`src/rtl/cmp_ext_pkg.sv`:
```
// Shared encodings for the comparator/extender pipeline: compare opcodes, extension modes
// and the width of the true-lane counter.
package cmp_ext_pkg;

  localparam logic [2:0] OP_LT = 3'd0;
  localparam logic [2:0] OP_LE = 3'd1;
  localparam logic [2:0] OP_EQ = 3'd2;
  localparam logic [2:0] OP_NE = 3'd3;
  localparam logic [2:0] OP_GT = 3'd4;
  localparam logic [2:0] OP_GE = 3'd5;

  localparam logic EXT_ZERO = 1'b0;
  localparam logic EXT_ONES = 1'b1;

  // Bits needed to hold a count in 0..n inclusive.
  function automatic int unsigned cnt_width(input int unsigned n);
    return $clog2(n + 1);
  endfunction

endpackage

```
`src/rtl/cmp_ext_lane.sv`:
```
// One comparator lane: compares a and b under the selected op and signedness, then
// zero- or ones-extends the 1-bit outcome to RES_WIDTH.
module cmp_ext_lane
  import cmp_ext_pkg::*;
#(
  parameter int unsigned DATA_WIDTH = 8,
  parameter int unsigned RES_WIDTH  = 3
) (
  input  logic [DATA_WIDTH-1:0] a_i,
  input  logic [DATA_WIDTH-1:0] b_i,
  input  logic [2:0]            op_i,
  input  logic                  signed_i,
  input  logic                  ext_i,
  output logic                  bit_o,
  output logic [RES_WIDTH-1:0]  res_o
);

  logic lt;
  logic eq;

  always_comb begin
    if (signed_i) begin
      lt = $signed(a_i) < $signed(b_i);
    end else begin
      lt = a_i < b_i;
    end
    eq = (a_i == b_i);
  end

  always_comb begin
    case (op_i)
      OP_LT:   bit_o = lt;
      OP_LE:   bit_o = lt | eq;
      OP_EQ:   bit_o = eq;
      OP_NE:   bit_o = ~eq;
      OP_GT:   bit_o = ~(lt | eq);
      OP_GE:   bit_o = ~lt;
      default: bit_o = 1'b0;
    endcase
  end

  // With RES_WIDTH == 1 both branches collapse to the bare bit.
  assign res_o = (ext_i == EXT_ZERO) ? RES_WIDTH'(bit_o) : {RES_WIDTH{bit_o}};

endmodule

```
`src/rtl/cmp_ext_pipe.sv`:
```
// Two-stage valid/ready pipeline: S1 registers operands and controls, S2 registers the
// per-lane extended results and the count of true lanes.
module cmp_ext_pipe
  import cmp_ext_pkg::*;
#(
  parameter int unsigned DATA_WIDTH = 8,
  parameter int unsigned RES_WIDTH  = 3,
  parameter int unsigned CHANNELS   = 4
) (
  input  logic                               clk,
  input  logic                               rst,
  input  logic [CHANNELS*DATA_WIDTH-1:0]     dataIn_a,
  input  logic [CHANNELS*DATA_WIDTH-1:0]     dataIn_b,
  input  logic [2:0]                         dataIn_op,
  input  logic                               dataIn_signed,
  input  logic                               dataIn_ext,
  input  logic                               dataIn_vld,
  output logic                               dataIn_rd,
  output logic [CHANNELS*RES_WIDTH-1:0]      dataOut_res,
  output logic [cnt_width(CHANNELS)-1:0]     dataOut_cnt,
  output logic                               dataOut_vld,
  input  logic                               dataOut_rd
);

  localparam int unsigned CntW = cnt_width(CHANNELS);

  logic                           s1_vld_q;
  logic [CHANNELS*DATA_WIDTH-1:0] a_q;
  logic [CHANNELS*DATA_WIDTH-1:0] b_q;
  logic [2:0]                     op_q;
  logic                           signed_q;
  logic                           ext_q;

  logic                           s2_vld_q;
  logic [CHANNELS*RES_WIDTH-1:0]  res_q;
  logic [CntW-1:0]                cnt_q;

  logic [CHANNELS-1:0]            lane_bit;
  logic [CHANNELS*RES_WIDTH-1:0]  res_d;
  logic [CntW-1:0]                cnt_d;

  logic s1_en;
  logic in_xfer;

  assign s1_en     = !s2_vld_q || dataOut_rd;
  assign dataIn_rd = !rst && (!s1_vld_q || s1_en);
  assign in_xfer   = dataIn_vld && dataIn_rd;

  for (genvar g = 0; g < CHANNELS; g++) begin : g_lane
    cmp_ext_lane #(
      .DATA_WIDTH(DATA_WIDTH),
      .RES_WIDTH (RES_WIDTH)
    ) u_lane (
      .a_i     (a_q[g*DATA_WIDTH +: DATA_WIDTH]),
      .b_i     (b_q[g*DATA_WIDTH +: DATA_WIDTH]),
      .op_i    (op_q),
      .signed_i(signed_q),
      .ext_i   (ext_q),
      .bit_o   (lane_bit[g]),
      .res_o   (res_d[g*RES_WIDTH +: RES_WIDTH])
    );
  end

  always_comb begin
    cnt_d = '0;
    for (int i = 0; i < CHANNELS; i++) begin
      cnt_d = cnt_d + CntW'(lane_bit[i]);
    end
  end

  always_ff @(posedge clk) begin
    if (rst) begin
      s1_vld_q <= 1'b0;
      a_q      <= '0;
      b_q      <= '0;
      op_q     <= '0;
      signed_q <= 1'b0;
      ext_q    <= 1'b0;
      s2_vld_q <= 1'b0;
      res_q    <= '0;
      cnt_q    <= '0;
    end else begin
      if (in_xfer) begin
        s1_vld_q <= 1'b1;
        a_q      <= dataIn_a;
        b_q      <= dataIn_b;
        op_q     <= dataIn_op;
        signed_q <= dataIn_signed;
        ext_q    <= dataIn_ext;
      end else if (s1_en) begin
        s1_vld_q <= 1'b0;
      end
      // S2 only captures real transactions so its data holds across bubbles.
      if (s1_en) begin
        s2_vld_q <= s1_vld_q;
        if (s1_vld_q) begin
          res_q <= res_d;
          cnt_q <= cnt_d;
        end
      end
    end
  end

  assign dataOut_vld = s2_vld_q;
  assign dataOut_res = res_q;
  assign dataOut_cnt = cnt_q;

endmodule

```
`config.mk`:
```
export PLATFORM = sky130hd
export DESIGN_NAME = cmp_ext_pipe
export DESIGN_NICKNAME = d
export VERILOG_FILES = /design/src/rtl/cmp_ext_pkg.sv /design/src/rtl/cmp_ext_lane.sv /design/src/rtl/cmp_ext_pipe.sv
export SDC_FILE = /design/constraint.sdc
export NUM_CORES = 1
export LEC_CHECK = 0
export CAP_MARGIN = 20
export CORE_MARGIN = 4
export CORE_UTILIZATION = 45
export DETAILED_ROUTE_END_ITERATION = 6
export GPL_TIMING_DRIVEN = 0
export PLACE_DENSITY = 0.67
export SETUP_SLACK_MARGIN = 0.4
export SYNTH_ARGS = -nofsm -noshare
export SYNTH_HDL_FRONTEND = slang
export SYNTH_HIERARCHICAL = 1
export SYNTH_SLANG_ARGS = --single-unit
```
`constraint.sdc`:
```
create_clock -name clk -period 4 [get_ports clk]
set_input_delay 0.6 -clock clk [delete_from_list [all_inputs] [get_ports clk]]
set_output_delay 0.6 -clock clk [all_outputs]
set_load 0.03 [all_outputs]
```
### Word level (Yosys, flattened, before mapping)

Cells that the tools add are included.

* add/sub/neg operators: 3
* order comparisons: 8
* equal/unequal tests: 9
* mux-type cells: 14
* bitwise gates (word level): 16
* reductions and logical operators: 10

Operators by type and width (number)
* 8-bit less-than comparator: 8
* 8-bit equality test: 4
* 1-bit case mux with 6 select lines: 4
* 3-bit 2-to-1 mux: 4
* 1-bit NOT: 12
* 3-bit by 2-bit equality test with 1-bit output, second input constant: 2
* 3-bit equality test, second input constant: 2
* 1-bit 2-to-1 mux: 6
* 1-bit OR: 4
* 2-bit by 1-bit adder with 3-bit output: 1
* 3-bit by 1-bit adder with 3-bit output: 1
* 3-bit by 1-bit equality test with 1-bit output, second input constant: 1
* 1-bit logical NOT: 3
* 3-bit logical NOT: 1
* 1-bit by 1-bit adder with 2-bit output: 1
* 1-bit logical AND: 2
* 1-bit logical OR: 2
* 2-bit AND reduction: 1
* 2-bit nonzero test: 1

* register bits: 86
* input bits: 73
* logic and storage cells: 69

### Longest topological paths before layout

* depth after elaboration: 8
* gate-level depth with buffers: 14
* depth with buffers taken out: 14

### Cells and area by module

Netlist, hierarchy kept.

By module, submodules not included
* cmp_ext_pipe: instances 1, cells an instance 308, area an instance 3442.1 um^2, sequential area each 1721.7 um^2
* cmp_ext_lane: instances 4, cells an instance 42, area an instance 290.3 um^2, sequential area each 0.0 um^2

### Least setup slack after synthesis

OpenSTA, ideal clock, no wires.

* path type: reg2reg
* from: register b_q[7]
* to: register cnt_q[1] (netlist: dataOut_cnt[1])
* setup time: 0.119 ns
* data arrival time: 2.641 ns
* slack: 1.240 ns
* cell stages (with the launch flop): 15
* path buffers: 0
* cells stage by stage: dfxtp_1 > inv_1 > ha_1 > nor2b_1 > a211o_2 > o2bb2ai_1 > a2111o_1 > nand3_1 > inv_1 > fa_1 > inv_1 > ha_1 > ha_1 > nand3_1 > a21oi_1

* longest elaborated chain between the ends: 8
* elaborated cells on any way between the ends: 12

RTL lines
* from (decl): line cmp_ext_pipe.sv:29 `logic [CHANNELS*DATA_WIDTH-1:0] b_q;`
* from (signal assigned): line cmp_ext_pipe.sv:86 `b_q <= dataIn_b;`
* 8-bit less-than comparator (on tied branches): line cmp_ext_lane.sv:25, cmp_ext_lane.sv:23
* 1-bit 2-to-1 mux: line cmp_ext_lane.sv:22 `if (signed_i) begin`
* 1-bit OR: line cmp_ext_lane.sv:33, cmp_ext_lane.sv:36
* 1-bit NOT: line cmp_ext_lane.sv:36 `OP_GT: bit_o = ~(lt | eq);`
* 1-bit case mux with 6 select lines *: line cmp_ext_lane.sv:31 `case (op_i)`
* named net lane_bit[0]: line cmp_ext_pipe.sv:38 `logic [CHANNELS-1:0] lane_bit;`
* 1-bit by 1-bit adder with 2-bit output *: line cmp_ext_pipe.sv:67 `cnt_d = cnt_d + CntW'(lane_bit[i]);`
* 2-bit by 1-bit adder with 3-bit output *: line cmp_ext_pipe.sv:67
* 3-bit by 1-bit adder with 3-bit output *: line cmp_ext_pipe.sv:67
* named net cnt_d[1]: line cmp_ext_pipe.sv:40 `logic [CntW-1:0] cnt_d;`
* to (signal assigned): line cmp_ext_pipe.sv:98 `cnt_q <= cnt_d;`
* to (decl): line cmp_ext_pipe.sv:36 `logic [CntW-1:0] cnt_q;`

Mark *: on every way through the listed nets, which the timed path passes. The rest lies on a longest branch.
A chain may end at the register's enable or synchronous reset.

### Final worst setup path

* from: input port rst
* to: output port dataIn_rd

* longest elaborated chain between the ends: 2

RTL lines
* from (decl): line cmp_ext_pipe.sv:11 `input logic rst,`
* 1-bit logical NOT: line cmp_ext_pipe.sv:46 `assign dataIn_rd = !rst && (!s1_vld_q || s1_en);`
* 1-bit logical AND: line cmp_ext_pipe.sv:46
* to (decl): line cmp_ext_pipe.sv:18 `output logic dataIn_rd,`

No other way between the ends.

==> results.toml <==
[drt]
drt-pass1-iter-count = 5
wire_per_inst_um = 14.2
ant_nets = 0
initialDrtViolationCount = 102
routed_wl_mm = 10.2
viasPerCell = 4.91
num_vias = 3504
drc = 0

[grt]
grt_max_degree = 15
antenna_found_initial = 0
grt-ovfl-total = 0
grt_pass1_vias = 3520
grt_usage = 0.177
grt_first_pass_wirelength_mm = 16.5

[timing]
skew_ns = 0.00398
timing.fmax_mhz = 305
slew_headroom = 0.630
period_minus_slack_ns = 3.28
setup_viol = 0
slew_violations = 0
tightest_slew_ns = 0.555
grt_setup_unrepaired = "false"
hold_viol_final = 0
period_share = 0.819
timing.setup.tns_ns = 0

[job]
maxCapViolations = 0

[finish]
antenna_cells = 0
nets = 684
fin_cells = 714
layout-drive-gt1-share = 0.193
post-route-util = 0.593
syn2layout_area_growth_pct = 27.0

[clock_tree]
postCtsResizedCells = 0
cts_made_buffers = 9
ctsHoldBuffers = 0
clk_latency_ns = 0.35
clock-sinks = 86
cts.clk_slew.worst_paths_ns = 0.08
post_cts_buffers = 0
cts_root_buf = "clkbuf_8"
cts-htree-levels = 3
cts.path.max_buffers = 2
cts_tree = "done"

[critical_path]
path_max_fanout = 10
critical_path_required_ns = 3.40
start_kind = "primary input"
crit_path_end_kind = "output pin"
crit_type = "in -> out"
arrival_ns = 2.68

[power]
p_leak_uw = 0.00247
ir_worst_vdd_mv = 0.243
design_power_total_uw = 2070
powerDensity_nw_per_um2 = 354

[min_path]
hold_path.class = "reg -> reg"

[logic_synthesis]
synth-main-ff-cell = "dfxtp_1"
syn_area_per_cell_um2 = 9.67
synth_area_um2 = 4600
ys_async_sr_fraction = 0
syn-num-nets = 584
synth_enable_flop_cells = 0
netlist_instances = 476
synth_seq_area_share = 0.374
yosysWarnings = 6
synth-seq-cells = 86
netlist-cell-type-count = 30

[die]
dieWidth_um = 109
fp-row-count = 36
io_pins = 90
fp.dieArea_um2 = 11900
core-area_um2 = 9860
initial_core_util = 0.467
die_h_um = 109

[placement]
gp_congestion = 0.758
port-buffer-count = 89
place_inst = 698
dpl.hpwl_mm = 7.65

[run_status]
outcome = "complete, no violations"
[worst max-delay path: stages]
cell and delay, ns:
clkdlybuf4s50_1 0.64, buf_2 0.28, buf_2 0.24, buf_2 0.24
a21oi_1 0.06, clkdlybuf4s50_1 0.61
[placed cells by master (no fill, tap or decap), types with 9 or more instances in the layout]
cell type and instances:
a21oi_1 26, buf_2 10, clkbuf_1 9, clkbuf_8 11, clkdlybuf4s50_1 89, dfxtp_1 86
ha_1 34, inv_1 47, mux2_2 59, mux2_4 10, nand3_1 23, nor2_1 12
nor2b_1 77, o21ai_0 15
[state kept, by name, summed over array words and instances (netlist names)]
name,cells
dataOut_cnt,3
dataOut_vld,1
s1_vld_q,1
ext_q,1
b_q,32
signed_q,1
a_q,32
dataOut_res,12
op_q,3
[logic make-up after synthesis]
group	count (synthesis)	synth area share
XOR/XNOR	4	0.00761
AND/OR/NAND/NOR	136	0.173
multiplexers	69	0.177
adder cells (fa/ha/maj)	35	0.0968
buffers and inverters	77	0.0769
AO/OA/AOI/OAI	69	0.0946
flip-flops	86	0.374
[area by class of cell]
class | count | area [um^2]
Clock inverter | 5 | 33.8
Clock buffer | 11 | 151
Buffer | 30 | 178
Inverter | 47 | 176
Multi-Input combinational cell | 313 | 2530
Timing Repair Buffer | 89 | 891
Tap cell | 133 | 166
Sequential cell | 86 | 1720
Fill cell | 876 | 4020
[report_power, final]
part / internal (uW) / switching (uW)
Sequential: 923 / 40.8
Combinational: 290 / 247
Clock: 259 / 312
Total: 1470 / 600
[metal layers]
metal  vias up  global-route usage  share of wire
li1       1818                   -              -
met1      1601               0.225           0.47
met2        71               0.303           0.47
met3        14              0.0361          0.042
met4         0              0.0487          0.013
met5         -                   0              0
[stage by stage]
| stage | setup WS, ns | hold WS, ns | area (um^2) |
|---|---|---|---|
| after global placement | 0.732 | 0.466 | 5660 |
| after CTS | 0.701 | 0.485 | 5850 |
| after detailed placement | 0.702 | 0.472 | 5660 |
| after global routing | 0.576 | 0.501 | 5850 |
| final | 0.723 | 0.481 | 5850 |
| after floorplan | 1.24 | 0.566 | 4600 |
[worst paths after layout]
| kind | startpoint | endpoint | slack, ns | cells past startpoint |
|---|---|---|---|---|
| worst max-delay path | rst | dataIn_rd | 0.72 | 6 |
| worst min-delay path | dataOut_cnt[1] | dataOut_cnt[1] | 0.48 | 2 |
| worst max register to register | b_q[7] | dataOut_cnt[1] | 0.96 | 14 |
| worst min register to register | dataOut_cnt[1] | dataOut_cnt[1] | 0.48 | 2 |
[synthesized netlist by cell type (3+ instances only)]
cell type	number	area share
dfxtp_1	86	0.37
nor2b_1	77	0.10
mux2_2	59	0.14
inv_1	47	0.038
ha_1	34	0.092
a21oi_1	26	0.028
nand3_1	23	0.025
o21ai_0	15	0.016
nor2_1	12	0.0098
buf_2	10	0.011
mux2_4	10	0.033
clkbuf_1	9	0.0073
a31oi_1	8	0.011
buf_4	8	0.013
nand4_1	8	0.011
a2111o_1	4	0.0098
a211o_2	4	0.0087
a21o_1	4	0.0065
and3_1	4	0.0054
nand2_1	4	0.0033
nor3_1	4	0.0043
o211ai_1	4	0.0065
o2bb2ai_1	4	0.0076
xor2_1	4	0.0076
buf_6	3	0.0073
No activity file was read; power rests on OpenSTA's default activity.
